[config.mk]
export PLATFORM = sky130hd
export DESIGN_NAME = mem_port_arbiter_flat
export DESIGN_NICKNAME = d
export VERILOG_FILES = /design/src/rtl/mem_port_arbiter_if.sv /design/src/rtl/mem_port_arbiter.sv /design/src/flat_wrapper.sv
export SDC_FILE = /design/constraint.sdc
export NUM_CORES = 1
export LEC_CHECK = 0
export ABC_AREA = 1
export CAP_MARGIN = 5
export CORE_MARGIN = 5
export CORE_UTILIZATION = 39
export DETAILED_ROUTE_END_ITERATION = 10
export PLACE_DENSITY = 0.77
export SYNTH_ARGS = -nofsm -noshare
export SYNTH_HDL_FRONTEND = slang
export SYNTH_SLANG_ARGS = --single-unit
export TNS_END_PERCENT = 10
[constraint.sdc]
create_clock -name clk -period 1.81 [get_ports clk]
set_clock_uncertainty 0.15 [all_clocks]
set_input_delay 0.362 -clock clk [delete_from_list [all_inputs] [get_ports clk]]
set_output_delay 0.362 -clock clk [all_outputs]
set_load 0.005 [all_outputs]
[src/rtl/mem_port_arbiter_if.sv]
// Requester-side bundle for mem_port_arbiter: one instance per port.
// The requester drives the access, the arbiter drives grant/completion and the shared read data.
interface mem_port_arbiter_if #(
  parameter int ADDR_W = 32,
  parameter int DATA_W = 32
) ();

  logic              req;
  logic              we;
  logic [ADDR_W-1:0] addr;
  logic [DATA_W-1:0] wdata;
  logic              gnt;
  logic              rvalid;
  logic [DATA_W-1:0] rdata;

  modport master (
    output req, we, addr, wdata,
    input  gnt, rvalid, rdata
  );

  modport slave (
    input  req, we, addr, wdata,
    output gnt, rvalid, rdata
  );

endinterface

[src/rtl/mem_port_arbiter.sv]
// Two-port arbiter in front of a fixed-latency synchronous memory (CPU on p0, loader on p1).
// Define ARB_CPU_PRIO_EN for fixed CPU priority on ties; default is round-robin.
module mem_port_arbiter #(
  parameter int ADDR_W  = 32,
  parameter int DATA_W  = 32,
  parameter int MEM_LAT = 1
) (
  input  logic                clk,
  input  logic                rst,
  mem_port_arbiter_if.slave   p0,
  mem_port_arbiter_if.slave   p1,
  output logic                o_busy,
  output logic                o_mem_en,
  output logic                o_mem_we,
  output logic [ADDR_W-1:0]   o_mem_addr,
  output logic [DATA_W-1:0]   o_mem_wdata,
  input  logic [DATA_W-1:0]   i_mem_rdata
);

  typedef enum logic [1:0] {
    IDLE  = 2'd0,
    ISSUE = 2'd1,
    WAIT  = 2'd2,
    RESP  = 2'd3
  } state_t;

  localparam logic [3:0] LAT_CNT = 4'(MEM_LAT);

  state_t            r_state;
  state_t            w_next;
  logic              r_port;
  logic              r_we;
  logic              r_last_winner;
  logic [ADDR_W-1:0] r_addr;
  logic [DATA_W-1:0] r_wdata;
  logic [DATA_W-1:0] r_rdata;
  logic [3:0]        r_cnt;

  logic              w_any_req;
  logic              w_win;
  logic              w_last_wait;

  // Winner id: 0 = CPU, 1 = loader. Only meaningful while in IDLE.
  always_comb begin
    w_any_req = p0.req | p1.req;
    if (p0.req && p1.req) begin
`ifdef ARB_CPU_PRIO_EN
      w_win = 1'b0;
`else
      w_win = ~r_last_winner;
`endif
    end else begin
      w_win = p1.req & ~p0.req;
    end
  end

  assign w_last_wait = (r_cnt <= 4'd1);

  // NOTE: sequential state uses non-blocking assignments so every register
  // samples the pre-edge values, independent of statement order.
  always_ff @(posedge clk) begin
    if (rst) begin
      r_state <= IDLE;
    end else begin
      r_state <= w_next;
    end
  end

  // NOTE: every output of this block gets a default first, so no path leaves
  // a signal unassigned and no latch is inferred.
  always_comb begin
    w_next    = r_state;
    o_mem_en  = 1'b0;
    o_mem_we  = 1'b0;
    p0.gnt    = 1'b0;
    p1.gnt    = 1'b0;
    p0.rvalid = 1'b0;
    p1.rvalid = 1'b0;
    unique case (r_state)
      IDLE: begin
        if (w_any_req) w_next = ISSUE;
      end
      ISSUE: begin
        o_mem_en = 1'b1;
        o_mem_we = r_we;
        p0.gnt   = ~r_port;
        p1.gnt   = r_port;
        w_next   = WAIT;
      end
      WAIT: begin
        if (w_last_wait) w_next = RESP;
      end
      RESP: begin
        p0.rvalid = ~r_port;
        p1.rvalid = r_port;
        w_next    = IDLE;
      end
      default: w_next = IDLE;
    endcase
  end

  // Access capture, latency counter and response data.
  always_ff @(posedge clk) begin
    if (rst) begin
      r_port        <= 1'b0;
      r_we          <= 1'b0;
      r_addr        <= '0;
      r_wdata       <= '0;
      r_rdata       <= '0;
      r_cnt         <= 4'd0;
      r_last_winner <= 1'b1;
    end else begin
      unique case (r_state)
        IDLE: begin
          if (w_any_req) begin
            r_port        <= w_win;
            r_last_winner <= w_win;
            r_we          <= w_win ? p1.we    : p0.we;
            r_addr        <= w_win ? p1.addr  : p0.addr;
            r_wdata       <= w_win ? p1.wdata : p0.wdata;
          end
        end
        ISSUE: begin
          r_cnt <= LAT_CNT;
        end
        WAIT: begin
          if (r_cnt != 4'd0) r_cnt <= r_cnt - 4'd1;
          if (w_last_wait) r_rdata <= r_we ? '0 : i_mem_rdata;
        end
        default: ;
      endcase
    end
  end

  // The memory bus reflects the captured access; strobes gate it.
  assign o_busy      = (r_state != IDLE);
  assign o_mem_addr  = r_addr;
  assign o_mem_wdata = r_wdata;
  assign p0.rdata    = r_rdata;
  assign p1.rdata    = r_rdata;

endmodule

[src/flat_wrapper.sv]
// flat-port wrapper written by rule: the top's interface ports become plain ports
module mem_port_arbiter_flat 
#(
  parameter int ADDR_W  = 32,
  parameter int DATA_W  = 32,
  parameter int MEM_LAT = 1
)
  (clk, rst, o_busy, o_mem_en, o_mem_we, o_mem_addr, o_mem_wdata, i_mem_rdata, p0_req, p0_we, p0_addr, p0_wdata, p0_gnt, p0_rvalid, p0_rdata, p1_req, p1_we, p1_addr, p1_wdata, p1_gnt, p1_rvalid, p1_rdata);
  mem_port_arbiter_if #(.ADDR_W(ADDR_W), .DATA_W(DATA_W)) p0_i ();
  mem_port_arbiter_if #(.ADDR_W(ADDR_W), .DATA_W(DATA_W)) p1_i ();
  input  logic clk;
  input  logic rst;
  output logic o_busy;
  output logic o_mem_en;
  output logic o_mem_we;
  output logic [ADDR_W-1:0] o_mem_addr;
  output logic [DATA_W-1:0] o_mem_wdata;
  input  logic [DATA_W-1:0] i_mem_rdata;
  input wire logic [$bits(p0_i.req)-1:0] p0_req;
  input wire logic [$bits(p0_i.we)-1:0] p0_we;
  input wire logic [$bits(p0_i.addr)-1:0] p0_addr;
  input wire logic [$bits(p0_i.wdata)-1:0] p0_wdata;
  output wire logic [$bits(p0_i.gnt)-1:0] p0_gnt;
  output wire logic [$bits(p0_i.rvalid)-1:0] p0_rvalid;
  output wire logic [$bits(p0_i.rdata)-1:0] p0_rdata;
  input wire logic [$bits(p1_i.req)-1:0] p1_req;
  input wire logic [$bits(p1_i.we)-1:0] p1_we;
  input wire logic [$bits(p1_i.addr)-1:0] p1_addr;
  input wire logic [$bits(p1_i.wdata)-1:0] p1_wdata;
  output wire logic [$bits(p1_i.gnt)-1:0] p1_gnt;
  output wire logic [$bits(p1_i.rvalid)-1:0] p1_rvalid;
  output wire logic [$bits(p1_i.rdata)-1:0] p1_rdata;
  assign p0_i.req = p0_req;
  assign p0_i.we = p0_we;
  assign p0_i.addr = p0_addr;
  assign p0_i.wdata = p0_wdata;
  assign p0_gnt = p0_i.gnt;
  assign p0_rvalid = p0_i.rvalid;
  assign p0_rdata = p0_i.rdata;
  assign p1_i.req = p1_req;
  assign p1_i.we = p1_we;
  assign p1_i.addr = p1_addr;
  assign p1_i.wdata = p1_wdata;
  assign p1_gnt = p1_i.gnt;
  assign p1_rvalid = p1_i.rvalid;
  assign p1_rdata = p1_i.rdata;
  mem_port_arbiter #(.ADDR_W(ADDR_W), .DATA_W(DATA_W), .MEM_LAT(MEM_LAT)) u_core (.clk(clk), .rst(rst), .p0(p0_i), .p1(p1_i), .o_busy(o_busy), .o_mem_en(o_mem_en), .o_mem_we(o_mem_we), .o_mem_addr(o_mem_addr), .o_mem_wdata(o_mem_wdata), .i_mem_rdata(i_mem_rdata));
endmodule
==> qor.yml, run 1 <==
dr.pass1.iters: 4
ir_worst_vdd_uv: 730
antenna_found_initial: 1
grt_busiest_layer: "met2"
clk_pin_slew_worst_paths_ns: 0.07
grt_start_max_net_pins: 72
worstHoldStart: "u_core.r_cnt[1]$_SDFFE_PP0P_"
global_route.usage.met2_pct: 33.9
die-width_microns: 128
synthesis.instances: 803
clkSinkCount: 105
synth_flop_cell: "dfxtp_1"
syn_to_final_growth_pct: 62.4
hold_viol: 0
synth-async-reset-ratio_pct: 0
path_max_fanout: 2
port_buffers: 300
r2r_start: "u_core.r_state[0]$_SDFFE_PP0P_"
hp-class: "register to register"
num_rows: 43
diodes: 0
max_freq_mhz: 562
setup_viol: 0
crit_path_start_kind: "register"
yosys.area.top_type: "dfxtp_1"
status: "complete, no violations"
grt_overflow: 0
drive_gt1_share_pct: 7.74
synth.area.top_cells: "dfxtp_1 (39%), inv_1 (11%), a21oi_1 (9.6%)"
final_net_count: 1239
numCtsBuffers: 9
timing.final.crit_share_pct: 98.4
routedWlPerCell_microns: 13.7
ant_nets: 0
wl_microns: 17100
num_vias: 5740
cap_violations: 0
layout_min_cycle_time_ns: 1.78
synth_edf_count: 0
ioPinCount: 301
grt_pass1_wl_microns: 26200
gr-usage-met1_pct: 22.0
grt_usage_pct: 19.8
cp_top_family: "buffers and inverters"
relSlewSlack_pct: 77.8
synth_commonest_cells: "inv_1 (165), nand2_1 (114), dfxtp_1 (105)"
synth-seq-cells: 105
startpoint: "u_core.o_mem_wdata[24]$_SDFFE_PP0P_"
synth_top_area_share_pct: 38.7
power_mw: 12.6
finalWorstSetupSlack_ns: 0.0291
crit_path_end_kind: "output port"
netlist_area_sq_um: 5440
drc_errors: 0
postSynthAreaPerCell_sq_um: 6.77
p_per_area_nw_per_um2: 1430
drt_iter0_markers: 194
dp_cells: 1231
clock_latency_ns: 0.35
finalInstanceArea_sq_um: 8830
leakagePower_nw: 3.90
totalNegativeSetupSlack_ns: 0
cts_max_level: 3
ys_seq_area_share_pct: 38.7
vias_per_cell: 4.58
crit_path_cell_trace: "clkdlybuf4s50_1"
crit_path_top_delay_cell: "clkdlybuf4s50_1"
pre_cts_slack_ns: -0.210
rsz0062_at_grt: "true"
core_sq_um: 13800
criticalPathCategory: "register to output port"
cp_slowest_stage_delay_ns: 0.54
drv_slew: 0
cts_tree: "yes"
start_util_pct: 39.5
grt_pass1_vias: 5369
detailed_place.area_sq_um: 8490
cp.required_ns: 1.30
cp.arrival_ns: 1.27
cts_buffer_depth: 2
critical_path_buf_inv_count: 1
final_cells: 1252
die_h_microns: 128
cts_root_buf: "clkbuf_16"
place.gp.congestion: 0.846
worst_slew_pin_slew_ns: 0.333
synth.most_common_cell: "inv_1"
ys_warn_count: 0
die_area_sq_um: 16400
grt_util_met3_pct: 7.04
fillers: 1255
syn-num-nets: 975
dp_hpwl_microns: 13100
synthDistinctLibCells: 24
[path summary, 6_finish.rpt]
kind,cells past startpoint,slack (ns),to
setup / recovery,1,0.03,o_mem_wdata[24]
hold reg to reg,2,0.36,u_core.r_cnt[1]$_SDFFE_PP0P_
setup reg to reg,9,0.15,u_core.o_mem_wdata[27]$_SDFFE_PP0P_
hold / removal,2,0.36,u_core.r_cnt[1]$_SDFFE_PP0P_
[worst register-to-register path: cells and delay by family, from the launching register on]
kind                       cells  cell delay, ns
AOI/OAI and AO/OA              3            0.31
adders and majority gates      1            0.20
buffers and inverters          5            0.54
DFF                            1            0.36
[timing repair]
| item | 4_1_cts | 5_1_grt |
|---|---|---|
| gates cloned | 0 | 1 |
| endpoints found under the setup margin | 11 | 35 |
| resized for setup | 26 | 11 |
| setup buffers | 0 | 4 |
| hold buffers | 0 | 0 |
[layout by cell type (no fill, tap or decap), types with 3 or more instances in the layout]
cell type          n
clkbuf_16          9
inv_1            164
ha_2               4
o21ai_0           42
nand3_1            6
nor3_1            26
clkdlybuf4s50_1  291
buf_4             20
buf_12            12
clkinv_1          43
a21oi_1          104
o21ai_1           90
nand2_1          112
nor2_1             6
dfxtp_1          100
nor3_2             7
inv_2              5
clkinv_2           3
dfxtp_2            4
[through the flow]
step | hold slack, ns | utilization (%)
floorplan | 0.298 | -
global placement | 0.344 | 61.6
detailed placement | 0.349 | 61.6
CTS | 0.361 | 63.8
global route | 0.379 | 64.1
finish | 0.360 | 64.1
[cells by family after synthesis]
logic type | after synthesis | share of synthesized area [%]
AOI/OAI and AO/OA | 238 | 22.2
adders and majority gates | 6 | 1.38
buffers and inverters | 292 | 24.7
DFF | 105 | 38.7
and+or+nand+nor | 162 | 13.1
[cell type report]
cell class	instances	area [sq um]	share of cell area, %
inverter	212	796	9.01
clock buffer	11	253	2.86
multi-input combinational	407	2040	23.1
tap	180	225	2.55
clock inverter	5	30.0	0.340
sequential	105	2110	23.9
timing repair buffer	332	3380	38.3
[sequential cells by signal (all words and copies together) (netlist names)]
signal and cells:
u_core.o_mem_addr 32, u_core.o_mem_wdata 32, u_core.p0.rdata 32, u_core.r_cnt 4, u_core.r_last_winner 1, u_core.r_port 1
u_core.r_state 2, u_core.r_we 1
[metal layers]
layer	vias to the layer above	wire length, microns
met2	239	8270
met4	2	508
met3	34	1660
met1	2504	6680
li1	2961	-
met5	-	15
[where the power goes]
group | leakage, nW | total [mW] | switching [mW] | internal, mW
combinational | 2.90 | 6.90 | 3.13 | 3.77
clock | 0.137 | 1.89 | 0.884 | 1.00
sequential | 0.868 | 3.81 | 0.588 | 3.22
(Power assumes the default switching activity.)
==> run 2, diff against run 1 <==
--- a/config.mk
+++ b/config.mk
@@ -6,6 +6,7 @@
 export NUM_CORES = 1
 export LEC_CHECK = 0
 export ABC_AREA = 1
+export ABC_CLOCK_PERIOD_IN_PS = 1810
 export CAP_MARGIN = 5
 export CORE_MARGIN = 5
 export CORE_UTILIZATION = 39
==> results of run 2 <==
Final layout, timing and power as in run 1 (identical DEF).
==> run 3, diff against run 2 <==
--- a/config.mk
+++ b/config.mk
@@ -12,6 +12,7 @@
 export CORE_UTILIZATION = 39
 export DETAILED_ROUTE_END_ITERATION = 10
 export PLACE_DENSITY = 0.77
+export SETUP_SLACK_MARGIN = 0.05
 export SYNTH_ARGS = -nofsm -noshare
 export SYNTH_HDL_FRONTEND = slang
 export SYNTH_SLANG_ARGS = --single-unit
==> qor.yml, run 3 (synthesized netlist as in run 1, its figures left out) <==
finalInstanceArea_sq_um: 8960
critical_path_buf_inv_count: 1
drt_iter0_markers: 205
grt_pass1_wl_microns: 26300
mostFrequentLayoutCells: "clkdlybuf4s50_1 (283), inv_1 (163), nand2_1 (112)"
gr-usage-met1_pct: 22.1
regToRegEndpoint: "u_core.p0.rdata[14]$_SDFFE_PP0P_"
r2r_start: "u_core.r_cnt[1]$_SDFFE_PP0P_"
core_sq_um: 13800
start_util_pct: 39.5
grt_usage_pct: 19.9
cp_slowest_stage_delay_ns: 0.52
rrSetupSlack_ns: 0.08
drc_errors: 0
grt_overflow: 0
cp_top_family: "buffers and inverters"
worst_slew_pin_slew_ns: 0.335
global_route.usage.met2_pct: 34.3
pre_cts_slack_ns: -0.210
hold_end: "u_core.r_cnt[1]$_SDFFE_PP0P_"
hold_slack_ns: 0.361
p_per_area_nw_per_um2: 1440
setup_viol: 0
final_net_count: 1244
ir_worst_vdd_uv: 729
port_buffers: 300
dr.pass1.iters: 4
die-width_microns: 128
detailed_place.area_sq_um: 8490
grt_pass1_vias: 5403
grt_busiest_layer: "met2"
rsz0062_at_grt: "true"
worstHoldStart: "u_core.r_cnt[1]$_SDFFE_PP0P_"
cts_tree: "yes"
crit_path_start_kind: "register"
final_common_cell: "clkdlybuf4s50_1"
antenna_found_initial: 1
leakagePower_nw: 3.97
cap_violations: 0
clk_pin_slew_worst_paths_ns: 0.07
ioPinCount: 301
wl_microns: 17600
cp.required_ns: 1.30
finalWorstSetupSlack_ns: 0.0583
num_rows: 43
grt_util_met3_pct: 7.00
path_depth: 1
drv_slew: 0
totalNegativeSetupSlack_ns: 0
place.gp.congestion: 0.846
hp-class: "register to register"
cts_max_level: 3
diodes: 0
numCtsBuffers: 9
relSlewSlack_pct: 77.7
criticalPathCategory: "register to output port"
vias_per_cell: 4.61
crit_path_cell_trace: "clkdlybuf4s50_1"
ff2ff_path_depth: 10
layout_min_cycle_time_ns: 1.75
die_area_sq_um: 16400
syn_to_final_growth_pct: 64.9
ant_nets: 0
die_h_microns: 128
status: "complete, no violations"
cts_buffer_depth: 2
crit_path_end_kind: "output port"
hold_viol: 0
num_vias: 5793
clock_latency_ns: 0.35
startpoint: "u_core.p0.rdata[29]$_SDFFE_PP0P_"
routedWlPerCell_microns: 14.0
grt_start_max_net_pins: 72
path_max_fanout: 3
whs_path_depth: 2
drive_gt1_share_pct: 9.29
dp_hpwl_microns: 13100
cts_root_buf: "clkbuf_16"
timing.final.crit_share_pct: 96.8
clkSinkCount: 105
max_freq_mhz: 571
cp.arrival_ns: 1.24
crit_path_top_delay_cell: "clkdlybuf4s50_1"
==> run 3: worst min-delay path, delay by kind of cell, from the launching register on <==
family	cells	cell delay, ns
DFF	1	0.32
and+or+nand+nor	1	0.08
AOI/OAI and AO/OA	1	0.06
==> run 3: area by class of cell <==
type	instances	area, sq um
flip-flops and latches	105	2120
multi-input cells	407	2080
inverters	212	796
clock buffers	11	253
fillers	1242	4810
well taps	180	225
repair buffers	337	3460
clock inverters	5	30.0
==> run 3: what timing repair did <==
item | CTS | global route
cloned | 0 | 4
gates resized for setup | 51 | 12
hold buffers | 0 | 0
setup endpoints to repair | 34 | 102
pin swaps | 0 | 1
buffers inserted | 0 | 6
hold endpoints to repair | 0 | 0
==> run 3: through the flow <==
stage	power, mW	util [%]	std cells
after global placement	10.5	61.6	1231
after CTS	12.6	63.8	1247
after detailed placement	10.7	61.6	1231
after global routing	13.9	65.1	1257
after floorplan	7.42	-	803
final	12.9	65.1	1257
==> run 3: worst max path at each step <==
stage | to | slack (ns)
after floorplan | u_core.o_mem_addr[14]$_SDFFE_PP0P_ | 0.28
after global placement | u_core.o_mem_addr[11]$_SDFFE_PP0P_ | -0.14
after detailed placement | u_core.o_mem_wdata[27]$_SDFFE_PP0P_ | -0.21
after CTS | p1_rvalid | 0.02
after global routing | u_core.p0.rdata[14]$_SDFFE_PP0P_ | -0.05
final | p1_rdata[29] | 0.06
==> run 3: report_power, final <==
| group | switching (mW) | internal [mW] |
|---|---|---|
| clock network | 0.883 | 1.00 |
| logic | 3.24 | 3.93 |
| registers | 0.597 | 3.23 |
==> run 3: routing by layer <==
metal  wire length, microns  share of wire (%)  up-vias
met1                   6790                 39     2545
met5                     15              0.085        -
met3                   1700                9.6       34
li1                       -                  -     2975
met2                   8560                 49      237
met4                    508                2.9        2
